--- src/rtl/register_access_master.sv ---
// rtl/register_access_master.sv - host command/response master driving channel register strobes with a one-entry legality cache
module register_access_master #(
  parameter int RD_LATENCY = 1
) (
  input  logic        clk,
  input  logic        reset_n,
  input  logic        cmd_valid,
  output logic        cmd_ready,
  input  logic        cmd_write,
  input  logic [31:0] cmd_reg,
  input  logic [31:0] cmd_wdata,
  output logic        rsp_valid,
  input  logic        rsp_ready,
  output logic [31:0] rsp_rdata,
  output logic [1:0]  rsp_status,
  output logic [31:0] ch_tx_data,
  output logic        ch_reg_num_le,
  output logic        ch_wr_en,
  output logic        ch_rd_en,
  input  logic [31:0] ch_rx_data,
  input  logic        ch_illegal_reg_num,
  output logic [15:0] txn_count,
  output logic [15:0] err_count
);

  typedef enum logic [2:0] {IDLE, LOAD, CHECK, WRITE, READ, WAIT_RD, RESP} state_t;

  localparam logic [3:0] LAT = 4'(RD_LATENCY);
  localparam logic [1:0] ST_OK      = 2'b00;
  localparam logic [1:0] ST_ILLEGAL = 2'b01;

  state_t      state;
  logic        cap_write;
  logic [31:0] cap_reg;
  logic [31:0] cap_wdata;
  logic [31:0] last_reg;
  logic        last_illegal;
  logic        cache_valid;
  logic [3:0]  wait_cnt;
  logic        hit;

  // The cache compares against the register number presented at acceptance.
  assign hit = cache_valid && (cmd_reg == last_reg);

  // Control FSM; every output is a flop, strobes default low so each is exactly one cycle wide.
  always_ff @(posedge clk) begin
    if (!reset_n) begin
      state         <= IDLE;
      cmd_ready     <= 1'b1;
      rsp_valid     <= 1'b0;
      rsp_rdata     <= 32'h0;
      rsp_status    <= ST_OK;
      ch_tx_data    <= 32'h0;
      ch_reg_num_le <= 1'b0;
      ch_wr_en      <= 1'b0;
      ch_rd_en      <= 1'b0;
      cap_write     <= 1'b0;
      cap_reg       <= 32'h0;
      cap_wdata     <= 32'h0;
      last_reg      <= 32'h0;
      last_illegal  <= 1'b0;
      cache_valid   <= 1'b0;
      wait_cnt      <= 4'h0;
      txn_count     <= 16'h0;
      err_count     <= 16'h0;
    end else begin
      ch_reg_num_le <= 1'b0;
      ch_wr_en      <= 1'b0;
      ch_rd_en      <= 1'b0;
      ch_tx_data    <= 32'h0;
      case (state)
        IDLE: begin
          if (cmd_valid) begin
            cmd_ready <= 1'b0;
            cap_write <= cmd_write;
            cap_reg   <= cmd_reg;
            cap_wdata <= cmd_wdata;
            if (!hit) begin
              state         <= LOAD;
              ch_reg_num_le <= 1'b1;
              ch_tx_data    <= cmd_reg;
            end else if (last_illegal) begin
              state      <= RESP;
              rsp_valid  <= 1'b1;
              rsp_status <= ST_ILLEGAL;
              rsp_rdata  <= 32'h0;
            end else if (cmd_write) begin
              state      <= WRITE;
              ch_wr_en   <= 1'b1;
              ch_tx_data <= cmd_wdata;
            end else begin
              state    <= READ;
              ch_rd_en <= 1'b1;
            end
          end
        end
        LOAD: state <= CHECK;
        CHECK: begin
          // Channel has latched the register number; its legality flag is valid now.
          last_illegal <= ch_illegal_reg_num;
          last_reg     <= cap_reg;
          cache_valid  <= 1'b1;
          if (ch_illegal_reg_num) begin
            state      <= RESP;
            rsp_valid  <= 1'b1;
            rsp_status <= ST_ILLEGAL;
            rsp_rdata  <= 32'h0;
          end else if (cap_write) begin
            state      <= WRITE;
            ch_wr_en   <= 1'b1;
            ch_tx_data <= cap_wdata;
          end else begin
            state    <= READ;
            ch_rd_en <= 1'b1;
          end
        end
        WRITE: begin
          state      <= RESP;
          rsp_valid  <= 1'b1;
          rsp_status <= ST_OK;
          rsp_rdata  <= 32'h0;
        end
        READ: begin
          state    <= WAIT_RD;
          wait_cnt <= LAT;
        end
        WAIT_RD: begin
          if (wait_cnt == 4'd1) begin
            state      <= RESP;
            rsp_valid  <= 1'b1;
            rsp_status <= ST_OK;
            rsp_rdata  <= ch_rx_data;
          end else begin
            wait_cnt <= wait_cnt - 4'd1;
          end
        end
        RESP: begin
          if (rsp_ready) begin
            state     <= IDLE;
            rsp_valid <= 1'b0;
            cmd_ready <= 1'b1;
            txn_count <= txn_count + 16'd1;
            if (rsp_status == ST_ILLEGAL && err_count != 16'hFFFF)
              err_count <= err_count + 16'd1;
          end
        end
        default: state <= IDLE;
      endcase
    end
  end

endmodule

--- config.mk ---
export PLATFORM = sky130hd
export DESIGN_NAME = register_access_master
export DESIGN_NICKNAME = d
export VERILOG_FILES = /design/src/rtl/register_access_master.sv
export SDC_FILE = /design/constraint.sdc
export NUM_CORES = 1
export LEC_CHECK = 0
export CAP_MARGIN = 0
export CORE_MARGIN = 3
export CORE_UTILIZATION = 30
export CTS_BUF_LIST = sky130_fd_sc_hd__clkbuf_16
export CTS_CLUSTER_SIZE = 10
export DETAILED_ROUTE_END_ITERATION = 16
export GPL_TIMING_DRIVEN = 0
export PLACE_DENSITY_LB_ADDON = 0.08
export RECOVER_POWER = 25
export SETUP_SLACK_MARGIN = 0.1
export SKIP_CTS_REPAIR_TIMING = 1
export SLEW_MARGIN = 10
export SYNTH_ARGS = -nofsm -noshare
export SYNTH_HDL_FRONTEND = slang
export SYNTH_SLANG_ARGS = --single-unit
--- constraint.sdc ---
create_clock -name clk -period 2.55 [get_ports clk]
set_input_delay 0.51 -clock clk [delete_from_list [all_inputs] [get_ports clk]]
set_output_delay 0.51 -clock clk [all_outputs]
set_load 0.02 [all_outputs]
## Word level (Yosys, flattened, before mapping)

Cells that the tools add are included.
W data, S select, Z words.

| operators by class | value |
|---|---|
| reductions and logical operators | 16 |
| equality and inequality tests | 17 |
| multiplexer cells | 55 |
| add/sub/neg operators | 3 |

Operator list:

| kind | number |
|---|---|
| $mux W32 | 11 |
| $pmux W32 S4 | 1 |
| $pmux W32 S2 | 1 |
| $add A16 B1 Y16 const B | 2 |
| $eq A32 B32 Y1 | 1 |
| $mux W3 | 8 |
| $mux W1 | 21 |
| $pmux W3 S7 | 1 |
| $ne A16 B16 Y1 const B | 1 |
| $ne A2 B2 Y1 const B | 7 |
| $reduce_and A3 Y1 | 4 |
| $mux W2 | 5 |
| $eq A3 B3 Y1 const B | 3 |
| $pmux W2 S4 | 1 |
| $pmux W4 S2 | 1 |
| $reduce_and A7 Y1 | 1 |
| $eq A3 B2 Y1 const B | 2 |
| $pmux W1 S2 | 3 |
| $reduce_and A2 Y1 | 3 |
| $reduce_and A6 Y1 | 1 |
| $pmux W1 S5 | 1 |
| $reduce_bool A5 Y1 | 1 |
| $eq A4 B1 Y1 const B | 1 |
| $mux W4 | 1 |
| other kinds (7) | 9 |

| word-level totals | value |
|---|---|
| word-level logic and storage cells | 109 |
| output and inout port bits | 103 |
| input port bits | 102 |
| register bits | 209 |

## Depth between registers and ports, before layout

Gate-level depths: netlist of the first run.

| depth | value |
|---|---|
| word-level depth | 5 |
| mapped depth | 9 |
| depth with buffers taken out | 6 |

## Worst setup path after synthesis of the first run

Ideal clock, no wire load.

| timing path | value |
|---|---|
| path type | input to register |
| start point | in cmd_reg[24] |
| end point | reg ch_tx_data[10] |
| data required time | 2.428 ns |
| buffers on the path | 1 |
| arrival time | 1.901 ns |
| stages | 7 |
| setup slack | 0.528 ns |
| library setup time | 0.122 ns |
| path through | xor2_1 nor4_1 nand4_1 nor3_4 nor2_2 buf_6 a221o_1 |

| between the ends | value |
|---|---|
| word-level cells in the longest chain between the ends | 5 |

Ends and longest elaborated chain:

| element | RTL line | text |
|---|---|---|
| start: declaration | 10 | `input logic [31:0] cmd_reg,` |
| $eq A32 B32 Y1 | 43 | `assign hit = cache_valid && (cmd_reg == last_reg);` |
| $logic_and A1 B1 Y1 | 43 |  |
| $mux W32 | 78 | `if (!hit) begin` |
| $mux W32 | 73 | `if (cmd_valid) begin` |
| $pmux W32 S2 | 71 | `case (state)` |
| end signal: assignment | 81 | `ch_tx_data <= cmd_reg;` |
| end signal: assignment | 90 | `ch_tx_data <= cmd_wdata;` |
| end signal: assignment | 111 | `ch_tx_data <= cap_wdata;` |
| end: declaration | 16 | `output logic [31:0] ch_tx_data,` |

No other way between the ends.
A chain may end at the register's enable or synchronous reset.

## Worst setup path in the final report of the first run

| timing path | value |
|---|---|
| start point | in cmd_reg[7] |
| end point | reg ch_tx_data[1] |

Same word-level chain as after synthesis.

==> impl_results.md, run 1 <==
* Biggest area consumer among synthesized cells: dfxtp_1
* Cell Area, Placed at 10900 µm²
* Nets at 1314
* Net switching power at 1.79 mW
* Clock power share at 42.1%
* Drt drc at 0
* Element type at the critical path end: flip-flop
* Layout Skew at 0.00776 ns
* Flops & latches, synth at 208
* Placed cell count at 1551
* Post-synth top flop: dfxtp_1
* Final Hold Fails at 0
* Worst hold margin at 0.447 ns
* I/O pin total at 205
* CTS tree: done
* WL/cell at 16.0 µm
* Final min period at 2.37 ns
* Antenna cell count at 0
* Synth Area per Inst at 8.65 µm²
* Synth warnings at 0
* Die Y at 174 µm
* Pre-CTS setup slack at -0.594 ns
* Cell internal pwr at 5.45 mW
* Number of DRC markers in iteration 0 at 296
* Sequential share of power at 47.2%
* Slew @ Worst Pin at 0.674 ns
* Final GP Congestion at 0.789
* Routed Wire Length at 25400 µm
* Setup Viol. Count Final at 0
* Comb pwr share at 10.6%
* Status: finished clean
* Fin area at 11700 µm²
* WP data arrival at 2.83 ns
* Vias at 7460
* Via density at 4.70
* TritonCTS Buffers at 25
* GRT Total Usage at 16.3%
* Synth-to-layout area growth at 38.2%
* Post-DRT Antenna Nets at 0
* Hold depth at 2
* Chip width at 174 µm
* GRT Residual Overflow at 0
* Unrepaired setup endpoints after global routing: false
* Final period utilization at 93.1%
* Crit Path Class: in -> reg
* Worst EP required at 3.01 ns
* Count of different cell masters after synthesis at 47
* Worst setup SP type: input port
* Area share of the largest cell type after synthesis at 49.3%
* Initial Util at 30.9%
* Seq/Total Area, Yosys at 49.3%
* Global-route wire length before repair at 40200 µm
* Worst skew pair latency at 0.52 ns
* Worst r2r path cells at 9
* Syn Std Cell Area at 8440 µm²
* Peak Freq at 421 MHz
* CP max FO at 10
* PortBufs at 203
* Syn Nets at 1082
* EDFF count, synth at 0
* Clk sinks at 208
* DIE AREA at 30200 µm²
* Root buf cell: clkbuf_16
* Fraction of layout cells with a size suffix above 1 at 5.67%
* Synth area leaders: dfxtp_1, nand2_1, a21oi_1
* Cell row count at 60
* Initial antenna violation count at 2
* Final count of pins violating max slew at 0
* P_leak at 4.59 nW
* Ys async rst share at 0%
* Pwr dens at 620 nW/µm²
* Vias in the first global route at 7289
* Core ar. at 27300 µm²
* Switch share at 24.8%
* Post-DP HPWL at 18300 µm
* Layout fillers at 2810
* Final cell count without fillers at 1588
* Type of the worst min-delay path: reg -> reg
* Final worst slack at 0.176 ns
* Clock transition at path regs at 0.05 ns
* Max-cap violation count at 0
* Largest net degree at the start of global routing at 13
* Slew Limit Headroom at 54.9%
* Clock buffer depth at 3
* H-tree depth at 1
* Drt pass-1 iters at 5
* VDD IR max at 0.379 mV
* Mapped Cells at 976
-- through the flow --
stage	TNS (ns)	util [%]	power (mW)
floorplan	0	-	3.87
global placement	-47.47	40.0	4.27
detailed placement	-48.23	40.0	4.28
CTS	-1.01	42.5	7.37
global route	0	42.7	7.57
finish	0	42.7	7.24
-- critical path: stages --
cell	delay, ns
clkdlybuf4s50_1	0.48
xor2_1	0.21
nor4_2	0.35
nand4_1	0.13
buf_4	0.18
nor3_4	0.27
and4_1	0.24
buf_6	0.15
buf_12	0.14
a221o_1	0.17
-- synthesized netlist by cell type, drive strengths merged (5+ instances only) --
library cell  instances
nand2               287
dfxtp               208
a21oi               112
clkbuf               46
xor2                 44
nor2                 42
and2                 36
mux2i                35
a221o                32
buf                  17
nand3                17
xnor2                15
nand4                14
nor3                 11
nor4                  6
o21ai                 5
or3                   5
-- power by group through the flow --
stage,clock network [mW],registers (mW),logic (mW)
global route,3.29,3.43,0.849
CTS,3.16,3.42,0.790
global placement,0,3.49,0.782
floorplan,0,3.52,0.350
detailed placement,0,3.49,0.787
finish,3.05,3.42,0.770
-- final timing paths --
path,start,to,slack [ns]
worst max-delay path,cmd_reg[7],ch_tx_data[1],0.18
worst min-delay path,cap_reg[17],last_reg[17],0.45
worst max register to register,last_reg[7],ch_tx_data[1],0.36
worst min register to register,cap_reg[17],last_reg[17],0.45
-- per-layer routing --
metal,vias to the layer above,track usage (%),wire [µm]
met4,4,3.85,581
met2,181,27.0,11600
met3,41,3.99,1620
met5,-,0,23
li1,3737,-,-
met1,3497,21.5,11500
-- logic make-up (layout without fill, tap and decap cells) --
family	Yosys count	count (layout)	share of synthesized area, %
AO/OA/AOI/OAI	160	160	11.9
XOR/XNOR	59	59	6.12
adder cells (fa/ha/maj)	4	4	0.593
buffers and inverters	67	307	4.70
flip-flops	208	208	49.3
multiplexers	36	36	4.28
other	1	1	0.0444
AND/OR/NAND/NOR	441	441	23.0
-- area by class of cell --
cell class              instances  area, µm²  area share [%]
plain buffers                  63        389            3.34
well taps                     372        465            3.99
clock inverters                10       43.8           0.375
flip-flops and latches        208       4160            35.7
multi-input cells             701       3920            33.6
repair buffers                205       2050            17.5
clock buffers                  25        626            5.36
inverters                       4       15.0           0.129
-- cell usage in the layout (no fill, tap or decap), types with 3 or more instances in the layout --
cell               n
clkbuf_2           6
a221o_1           32
clkbuf_16         25
nor2_1            40
dlygate4sd3_1     46
nand4_1           14
clkdlybuf4s50_1  157
xnor2_1           14
buf_6              5
nand2_1          287
or2_2              3
dfxtp_1          208
buf_2              5
a21oi_1          111
nor4_1             4
nor3_1             8
and3_1             4
ha_1               4
inv_1             10
o21ai_0            5
xor2_1            44
nand3_1           17
nand2b_1           4
and2_1            35
or3_1              5
mux2i_1           35
and4_1             4
clkbuf_1          40
buf_12             6
buf_4              3
Power figures use the tool's default switching activity.
==> run 2, diff against run 1 <==
CTS_CLUSTER_SIZE = 14   (was 10)
==> run 2 against run 1 <==
Net effect: clock power increased by 5%; maximum frequency decreased by 1.1%; utilization increased by 0.19 points; critical endpoint unchanged; largest cell class unchanged.
==> impl_results.md, run 2 (synthesized netlist as in run 1, its figures left out) <==
* Status: finished clean
* Commonest cells after routing, fill and taps aside: nand2_1, dfxtp_1, clkdlybuf4s50_1, a21oi_1, dlygate4sd3_1
* TritonCTS Buffers at 25
* Final count of pins violating max slew at 0
* Global-route wire length before repair at 40000 µm
* Unrepaired setup endpoints after global routing: false
* Setup_tns at 0 ns
* WP data arrival at 2.85 ns
* Slew @ Worst Pin at 0.673 ns
* Post-DRT Antenna Nets at 0
* Clock buffer depth at 3
* Cell internal pwr at 5.57 mW
* Final period utilization at 94.1%
* WL/cell at 15.8 µm
* Net switching power at 1.81 mW
* Clk sinks at 208
* Die Y at 174 µm
* Clock transition at path regs at 0.06 ns
* Final min period at 2.40 ns
* Core ar. at 27300 µm²
* Met1 usage at 21.5%
* Crit path cell chain: clkdlybuf4s50_1, xor2_1, nor4_2, nand4_1, buf_4, nor3_4, and4_1, buf_6, buf_12, a221o_1
* Nets at 1314
* GRT Total Usage at 16.2%
* Final worst slack at 0.149 ns
* Layout Skew at 0.00792 ns
* GR Layer Usage met3 at 3.92%
* Critical-path top delay cell: clkdlybuf4s50_1
* P_leak at 4.61 nW
* DIE AREA at 30200 µm²
* Worst setup SP type: input port
* Setup Viol. Count Final at 0
* Number of DRC markers in iteration 0 at 264
* Most common cell after layout, fill and taps aside: nand2_1
* I/O pin total at 205
* Root buf cell: clkbuf_16
* Cell row count at 60
* Chip width at 174 µm
* Via density at 4.68
* Initial antenna violation count at 2
* Worst EP required at 2.99 ns
* GR Layer Usage met2 at 26.9%
* Initial Util at 30.9%
* Max stage delay on crit path at 0.48 ns
* Routed Wire Length at 25200 µm
* Fraction of layout cells with a size suffix above 1 at 5.72%
* CP max FO at 10
* Sequential share of power at 46.3%
* Worst skew pair latency at 0.51 ns
* Drt pass-1 iters at 4
* PortBufs at 203
* Slew Limit Headroom at 54.9%
* Worst hold margin at 0.448 ns
* Crit Path Class: in -> reg
* Fin area at 11700 µm²
* Type of the worst min-delay path: reg -> reg
* Final GP Congestion at 0.789
* Antenna cell count at 0
* VDD IR max at 0.339 mV
* Vias in the first global route at 7283
* Drt drc at 0
* Pre-CTS setup slack at -0.594 ns
* Element type at the critical path end: flip-flop
* Peak Freq at 417 MHz
* Clock power share at 43.2%
* CTS tree: done
* Max-cap violation count at 0
* Switch share at 24.5%
* Pwr dens at 629 nW/µm²
* Top Usage Layer GRT: met2
* PnR Total Power at 7.37 mW
* Largest net degree at the start of global routing at 13
* Vias at 7463
* Post-DP HPWL at 18300 µm
* GRT Residual Overflow at 0
* Cell Area, Placed at 10900 µm²
* Synth-to-layout area growth at 38.8%
* Final Hold Fails at 0
* H-tree depth at 1
* Comb pwr share at 10.4%
## run 2: changes by cell type in the layout (fill, tap and decap cells not counted)
cell             change
clkinv_1             +9
clkdlybuf4s50_1      +1
dlygate4sd3_1        -1
bufinv_16            +1
nor3_2               -1
clkinv_2             +1
inv_1                -3
nor3_1               +1
## run 2: path summary, 6_finish.rpt
path / from / endpoint / slack, ns / cells past startpoint
min: cap_wdata[17] / cap_wdata[17] / 0.45 / 2
max: cmd_reg[7] / ch_tx_data[1] / 0.15 / 10
min reg2reg: cap_wdata[17] / cap_wdata[17] / 0.45 / 2
max reg2reg: last_reg[7] / ch_tx_data[1] / 0.34 / 9
## run 2: routing by layer
metal	part of all wire (%)	routed length, µm
met5	0.071	18
met1	46	11500
met3	6.5	1640
met4	1.3	325
met2	46	11700
## run 2: power by group through the flow
stage | clock, mW | combinational (mW) | sequential [mW]
after CTS | 3.30 | 0.789 | 3.42
after global routing | 3.45 | 0.849 | 3.43
after floorplan | 0 | 0.350 | 3.52
after global placement | 0 | 0.782 | 3.49
final | 3.19 | 0.770 | 3.42
after detailed placement | 0 | 0.787 | 3.49
## run 2: layout make-up
type	count	area (µm²)
Buffer	63	389
Clock inverter	18	101
Sequential cell	208	4160
Multi-Input combinational cell	701	3910
Inverter	4	15.0
Tap cell	372	465
Timing Repair Buffer	205	2050
Fill cell	2800	15600
Clock buffer	25	626
## run 2: through the flow
stage,util [%],instances
global route,42.9,1596
floorplan,-,976
global placement,40.0,1551
CTS,42.7,1594
detailed placement,40.0,1551
finish,42.9,1596
## run 2: worst max-delay path: cells and delay by family
family,cells,cell delay [ns]
and+or+nand+nor,4,0.99
xor gates and xnor gates,1,0.21
AOI/OAI and AO/OA,1,0.17
buffers and inverters,4,0.95
